==> src/rtl/audio_pkg.sv <==
// Shared audio-path types and constants for the codec interface blocks.
package audio_pkg;

  localparam int unsigned SAMPLE_W = 16;

  typedef struct packed {
    logic signed [15:0] left;
    logic signed [15:0] right;
  } stereo_t;

  typedef enum logic [1:0] {
    WAIT_SYNC,
    LEFT,
    RIGHT
  } dac_state_t;

endpackage

==> src/rtl/edge_sync.sv <==
// Multi-stage synchronizer for an asynchronous codec clock, giving the synchronized level
// and a one-cycle pulse on every change of that level.
module edge_sync #(
  parameter int unsigned STAGES = 2
) (
  input  logic Clk,
  input  logic reset,
  input  logic sig_i,
  output logic level_o,
  output logic edge_o
);

  logic [STAGES-1:0] sync_q;
  logic              prev_q;
  logic [STAGES:0]   arm_q;

  always_ff @(posedge Clk) begin
    if (!reset) begin
      sync_q <= '0;
      prev_q <= 1'b0;
      arm_q  <= '0;
    end else begin
      sync_q <= {sync_q[STAGES-2:0], sig_i};
      prev_q <= sync_q[STAGES-1];
      arm_q  <= {arm_q[STAGES-1:0], 1'b1};
    end
  end

  assign level_o = sync_q[STAGES-1];
  // Edges stay masked until the chain has flushed after reset, so a level that is already
  // present at reset release is not mistaken for a transition.
  assign edge_o  = arm_q[STAGES] & (sync_q[STAGES-1] ^ prev_q);

endmodule

==> src/rtl/i2s_dac_serializer.sv <==
// Left-justified serializer for the WM8731 DAC in slave mode: latches one stereo word per
// frame and shifts each channel out MSB first on the codec's bit clock.
module i2s_dac_serializer #(
  parameter int unsigned SAMPLE_W    = audio_pkg::SAMPLE_W,
  parameter int unsigned SYNC_STAGES = 2
) (
  input  logic                  Clk,
  input  logic                  reset,
  input  logic [2*SAMPLE_W-1:0] data_in,
  input  logic                  AUD_BCLK,
  input  logic                  AUD_DACLRCK,
  output logic                  AUD_DACDAT,
  output logic                  sample_req,
  output logic                  frame_err
);

  import audio_pkg::*;

  localparam int unsigned    CntW    = $clog2(SAMPLE_W + 1);
  localparam logic [CntW-1:0] CntFull = CntW'(SAMPLE_W);

  dac_state_t          state_q, state_d;
  logic [SAMPLE_W-1:0] hold_q, hold_d;
  logic [SAMPLE_W-1:0] shift_q, shift_d;
  logic [CntW-1:0]     bit_cnt_q, bit_cnt_d;
  logic                dacdat_q, dacdat_d;
  logic                err_q, err_d;

  logic bclk_level, bclk_edge, lr_level, lr_edge;
  logic bclk_fall, lr_rise, lr_fall;

  edge_sync #(
    .STAGES (SYNC_STAGES)
  ) u_bclk_sync (
    .Clk     (Clk),
    .reset   (reset),
    .sig_i   (AUD_BCLK),
    .level_o (bclk_level),
    .edge_o  (bclk_edge)
  );

  edge_sync #(
    .STAGES (SYNC_STAGES)
  ) u_lrck_sync (
    .Clk     (Clk),
    .reset   (reset),
    .sig_i   (AUD_DACLRCK),
    .level_o (lr_level),
    .edge_o  (lr_edge)
  );

  assign bclk_fall = bclk_edge & ~bclk_level;
  assign lr_rise   = lr_edge & lr_level;
  assign lr_fall   = lr_edge & ~lr_level;

  always_comb begin
    state_d   = state_q;
    hold_d    = hold_q;
    shift_d   = shift_q;
    bit_cnt_d = bit_cnt_q;
    dacdat_d  = dacdat_q;
    err_d     = err_q;

    // An LR edge takes priority and absorbs any BCLK fall seen in the same cycle.
    if (lr_rise) begin
      if (state_q != WAIT_SYNC && bit_cnt_q < CntFull) err_d = 1'b1;
      state_d   = LEFT;
      hold_d    = data_in[SAMPLE_W-1:0];
      shift_d   = data_in[2*SAMPLE_W-1 -: SAMPLE_W];
      dacdat_d  = data_in[2*SAMPLE_W-1];
      bit_cnt_d = CntW'(1);
    end else if (lr_fall && state_q != WAIT_SYNC) begin
      if (bit_cnt_q < CntFull) err_d = 1'b1;
      state_d   = RIGHT;
      shift_d   = hold_q;
      dacdat_d  = hold_q[SAMPLE_W-1];
      bit_cnt_d = CntW'(1);
    end else if (bclk_fall && state_q != WAIT_SYNC) begin
      if (bit_cnt_q < CntFull) begin
        shift_d   = shift_q << 1;
        dacdat_d  = shift_q[SAMPLE_W-2];
        bit_cnt_d = bit_cnt_q + 1'b1;
      end else begin
        dacdat_d  = 1'b0;
      end
    end
  end

  always_ff @(posedge Clk) begin
    if (!reset) begin
      state_q   <= WAIT_SYNC;
      hold_q    <= '0;
      shift_q   <= '0;
      bit_cnt_q <= '0;
      dacdat_q  <= 1'b0;
      err_q     <= 1'b0;
    end else begin
      state_q   <= state_d;
      hold_q    <= hold_d;
      shift_q   <= shift_d;
      bit_cnt_q <= bit_cnt_d;
      dacdat_q  <= dacdat_d;
      err_q     <= err_d;
    end
  end

  assign AUD_DACDAT = dacdat_q;
  assign frame_err  = err_q;
  assign sample_req = reset & lr_rise;

endmodule

==> config.mk <==
export PLATFORM = sky130hd
export DESIGN_NAME = i2s_dac_serializer
export DESIGN_NICKNAME = d
export VERILOG_FILES = /design/src/rtl/audio_pkg.sv /design/src/rtl/edge_sync.sv /design/src/rtl/i2s_dac_serializer.sv
export SDC_FILE = /design/constraint.sdc
export NUM_CORES = 1
export LEC_CHECK = 0
export CELL_PAD_IN_SITES_DETAIL_PLACEMENT = 0
export CELL_PAD_IN_SITES_GLOBAL_PLACEMENT = 1
export CORE_MARGIN = 2
export CORE_UTILIZATION = 38
export CTS_CLUSTER_SIZE = 30
export DETAILED_ROUTE_END_ITERATION = 8
export HOLD_SLACK_MARGIN = 0.12
export PLACE_DENSITY_LB_ADDON = 0.12
export RECOVER_POWER = 25
export SLEW_MARGIN = 40
export SYNTH_ARGS = -nofsm -noshare
export SYNTH_HDL_FRONTEND = slang
export SYNTH_HIERARCHICAL = 1
export SYNTH_SLANG_ARGS = --single-unit
==> constraint.sdc <==
create_clock -name Clk -period 1.9 [get_ports Clk]
set_input_delay 0.19 -clock Clk [delete_from_list [all_inputs] [get_ports Clk]]
set_output_delay 0.19 -clock Clk [all_outputs]
set_load 0.02 [all_outputs]
==> results.md <==
- Crit-path max FO: 3
- Adder-cell share of the synthesized area: less than 1%
- # setup viols final: 0
- Pre-Repair DR Iteration Count: 4
- Initial core utilization: slightly below 40%
- Area fraction in compound gates after synthesis: approximately a quarter
- Syn_nets: between 300 and 400
- Nets: 354
- DR iter-0 viols: 85
- Total number of vias: 1944
- Core Area: slightly below 0.006 mm^2
- Post-DP HPWL: about 3600 um
- Core Rows: 28
- Vias in the first global route: around 1.8k
- Reg2reg start: u_lrck_sync/sync_q[1]
- Worst EP arrival: approximately 1.5 ns
- Worst hold path class: primary input to flop
- Mean area per synthesized cell: between 8 and 9 um^2
- Pwr per Cell Area: roughly 680 mW/mm^2
- H-tree Lvls: 2
- Utilization after layout: between 40% and 50%
- Placed Instance Area: ~0.0027 mm^2
- Filler cells: 615
- Clk_lat worst skew: a little over 0.3 ns
- CTS tree: yes
- Initial antenna violation count: 0
- Slowest CP cell: dfxtp_1
- Pin count of the biggest net entering global routing: 36
- Crit end category: output port
- DIE WIDTH: 81.3 um
- Slew margin rel.: roughly 52%
- Post-synthesis xor/xnor area fraction: between 1.5 and 2%
- Crit path largest cell delay: between 0.3 and 0.4 ns
- Status: finished, final reports clean
- CP startpoint kind: flop
- Synth area leaders: dfxtp_1 (46%), nand2_1 (14%), o21ai_0 (7.7%), a21boi_0 (6.0%), a32oi_1 (5.4%)
- Seq/Total Area, Yosys: around 46%
- Final Skew: 0.00894 ns
- Max Freq: between 500 and 600 MHz
- Largest family of logic cells by synthesized area: compound AO/OA/AOI/OAI gates
- Synth top area share: a little under half
- Clock Tree Root: clkbuf_8
- Syn-to-layout area delta: 24.9%
- Final Hold Violating Endpoints: 0
- Final slew viol count: 0
- Non-Filler Instances: slightly below 400
- Worst setup path class: flop to output port
- Synth Cell Area: about 0.0023 mm^2
- Clock Path Buffers: 2
- Cells after Synth: between 200 and 300
- Reg clk slew, reported paths: about 0.10 ns
- Die Span Y: slightly above 80 um
- Setup repair bufs after CTS: 0
- Antenna diodes: 0
- Simple-gate portion of the synthesized area: 22.3%
- RSZ-0062 raised after global routing: false
- Gr usage total: between 10% and 20%
- Critical path depth: 4
- Worst Path Required: about 1.7 ns
- Drt total wl: just over 5000 um
- Post-synth cell types: 33
- #FFs+latches synth: between 50 and 60
- Crit-path leading delay family: flip-flops
- Gpl congestion: 0.783
- # IOs: 39
- R2R cell count: 7
- Critical Path, Cell by Cell: xor2_1 -> and2_1 -> and3_1 -> dlygate4sd2_1
- Routed WL per cell: 12.9 um
- Worst hold stages: 2
- Leakage: approximately 0.001 uW
- Final hold slack: approximately 0.42 ns
- Clock Sink Count: 52
- Area leader, netlist: dfxtp_1
- Proportion of layout cells with a drive suffix above 1: between 7 and 8%
- Fin Setup TNS: 0 ns
- Hold Crit Start: AUD_BCLK
- Buf+Inv Stages, Crit Path: 1
- Vias per cell: ~4.9
- Die Area: around 0.0066 mm^2
- Hold EP: u_bclk_sync/sync_q[0]
- Design area: 0.00283 mm^2
- Tcrit/Tclk final: just under 90%
- Gr ovfl total: 0
- Post-synthesis mux area share: 0%
- Synth warnings: 6
- PortBufs: 38
- Final min period: 1.67 ns
- Global-route wire length before repair: about 8500 um
- VDD IR max: about 310 uV
- R2R setup slack: about 0.26 ns
- Worst r2r dst: AUD_DACDAT
- Max-cap violations: 0
- Placed cells: approximately 390
- Routed Antenna Nets: 0
- CTS buffer count: 5
- Worst-Margin Slew: 0.717 ns
- DRC Markers: 0
==> per-stage QoR <==
step | power (uW) | setup WS (ns)
after floorplan | 1170 | 0.411
after global placement | 1270 | 0.188
after detailed placement | 1270 | 0.183
after CTS | 1960 | 0.186
after global routing | 2020 | 0.0321
final | 1930 | 0.226
==> power by group <==
group / switching (uW) / internal [uW] / total (uW)
registers: 4.74 / 1100 / 1110
logic: 47.8 / 85.7 / 133
clock network: 412 / 279 / 691
total: 464 / 1470 / 1930
==> synthesized netlist by cell type (all sizes together) <==
master and number:
nand2 82, nand2b 2, and2 13, a31oi 1, o21bai 2, a21oi 5, and3 2, o22ai 1
buf 13, or3 1, or2 1, ha 1, clkbuf 9, nand4 1, a32oi 14, o21ba 1
nor3b 1, nor2 6, a21boi 18, nand3 4, o21ai 45, nor3 1, xnor2 3, nor2b 2
dfxtp 52, xor2 2
==> layout make-up <==
type,count,area (um^2),share of cell area [%]
well taps,75,93.8,3.31
flip-flops and latches,52,1040,36.7
multi-input cells,209,1130,39.9
clock inverters,3,28.8,1.02
repair buffers,49,470,16.6
clock buffers,5,68.8,2.43
==> state kept, by name (all words and copies together), names as in the netlist <==
signal              cells
u_bclk_sync/sync_q      2
u_lrck_sync/prev_q      1
u_bclk_sync/prev_q      1
AUD_DACDAT              1
u_lrck_sync/sync_q      2
state_q                 2
bit_cnt_q               5
hold_q                 16
u_bclk_sync/arm_q       3
u_lrck_sync/arm_q       3
frame_err               1
shift_q                15
==> cell families (layout without fill, tap and decap cells) <==
logic type / Yosys count / after routing
flops: 52 / 52
buf+inv: 22 / 57
compound gates: 87 / 87
fa+ha+maj: 1 / 1
simple gates: 116 / 116
xor+xnor: 5 / 5
==> cell usage in the layout (no fill, tap or decap), types with 2 or more instances in the layout <==
cell	synthesis	routed
nand2_1	82	82
dfxtp_1	52	52
clkdlybuf4s50_1	0	36
o21ai_0	35	35
a21boi_0	18	18
a32oi_1	14	14
o21ai_1	9	9
and2_1	11	9
buf_4	0	9
nor2_1	6	6
a21oi_1	5	5
clkbuf_8	0	5
nand3_1	4	4
xnor2_1	3	3
and3_1	2	2
nor2b_1	2	2
nand2b_1	2	2
inv_6	0	2
and2_2	2	2
and2_0	0	2
xor2_1	2	2
==> worst max-delay path by stage <==
| stage | from | endpoint | slack, ns |
|---|---|---|---|
| 5_1_grt | u_lrck_sync/sync_q[1] | hold_q[2] | 0.03 |
| 2_1_floorplan | u_lrck_sync/prev_q | AUD_DACDAT | 0.41 |
| 6_report | u_lrck_sync/sync_q[1] | sample_req | 0.23 |
| 4_1_cts | u_lrck_sync/sync_q[1] | shift_q[9] | 0.19 |
| 3_5_place_dp | reset | sample_req | 0.18 |
| 3_3_place_gp | reset | sample_req | 0.19 |
==> per-layer routing <==
| layer | wire length, um | global-route usage [%] | up-vias |
|---|---|---|---|
| li1 | - | - | 1034 |
| met1 | 2640 | 24.5 | 869 |
| met2 | 2180 | 24.3 | 34 |
| met3 | 205 | 4.00 | 7 |
| met4 | 50 | 4.58 | 0 |
| met5 | 0 | 0 | - |
==> repair_timing <==
action / in CTS / in global routing
endpoints found under the hold margin: 0 / 0
hold buffers: 0 / 0
gates resized for setup: 1 / 1
setup endpoints to repair: 1 / 8
Note: power is estimated with default switching activity, not from simulation.
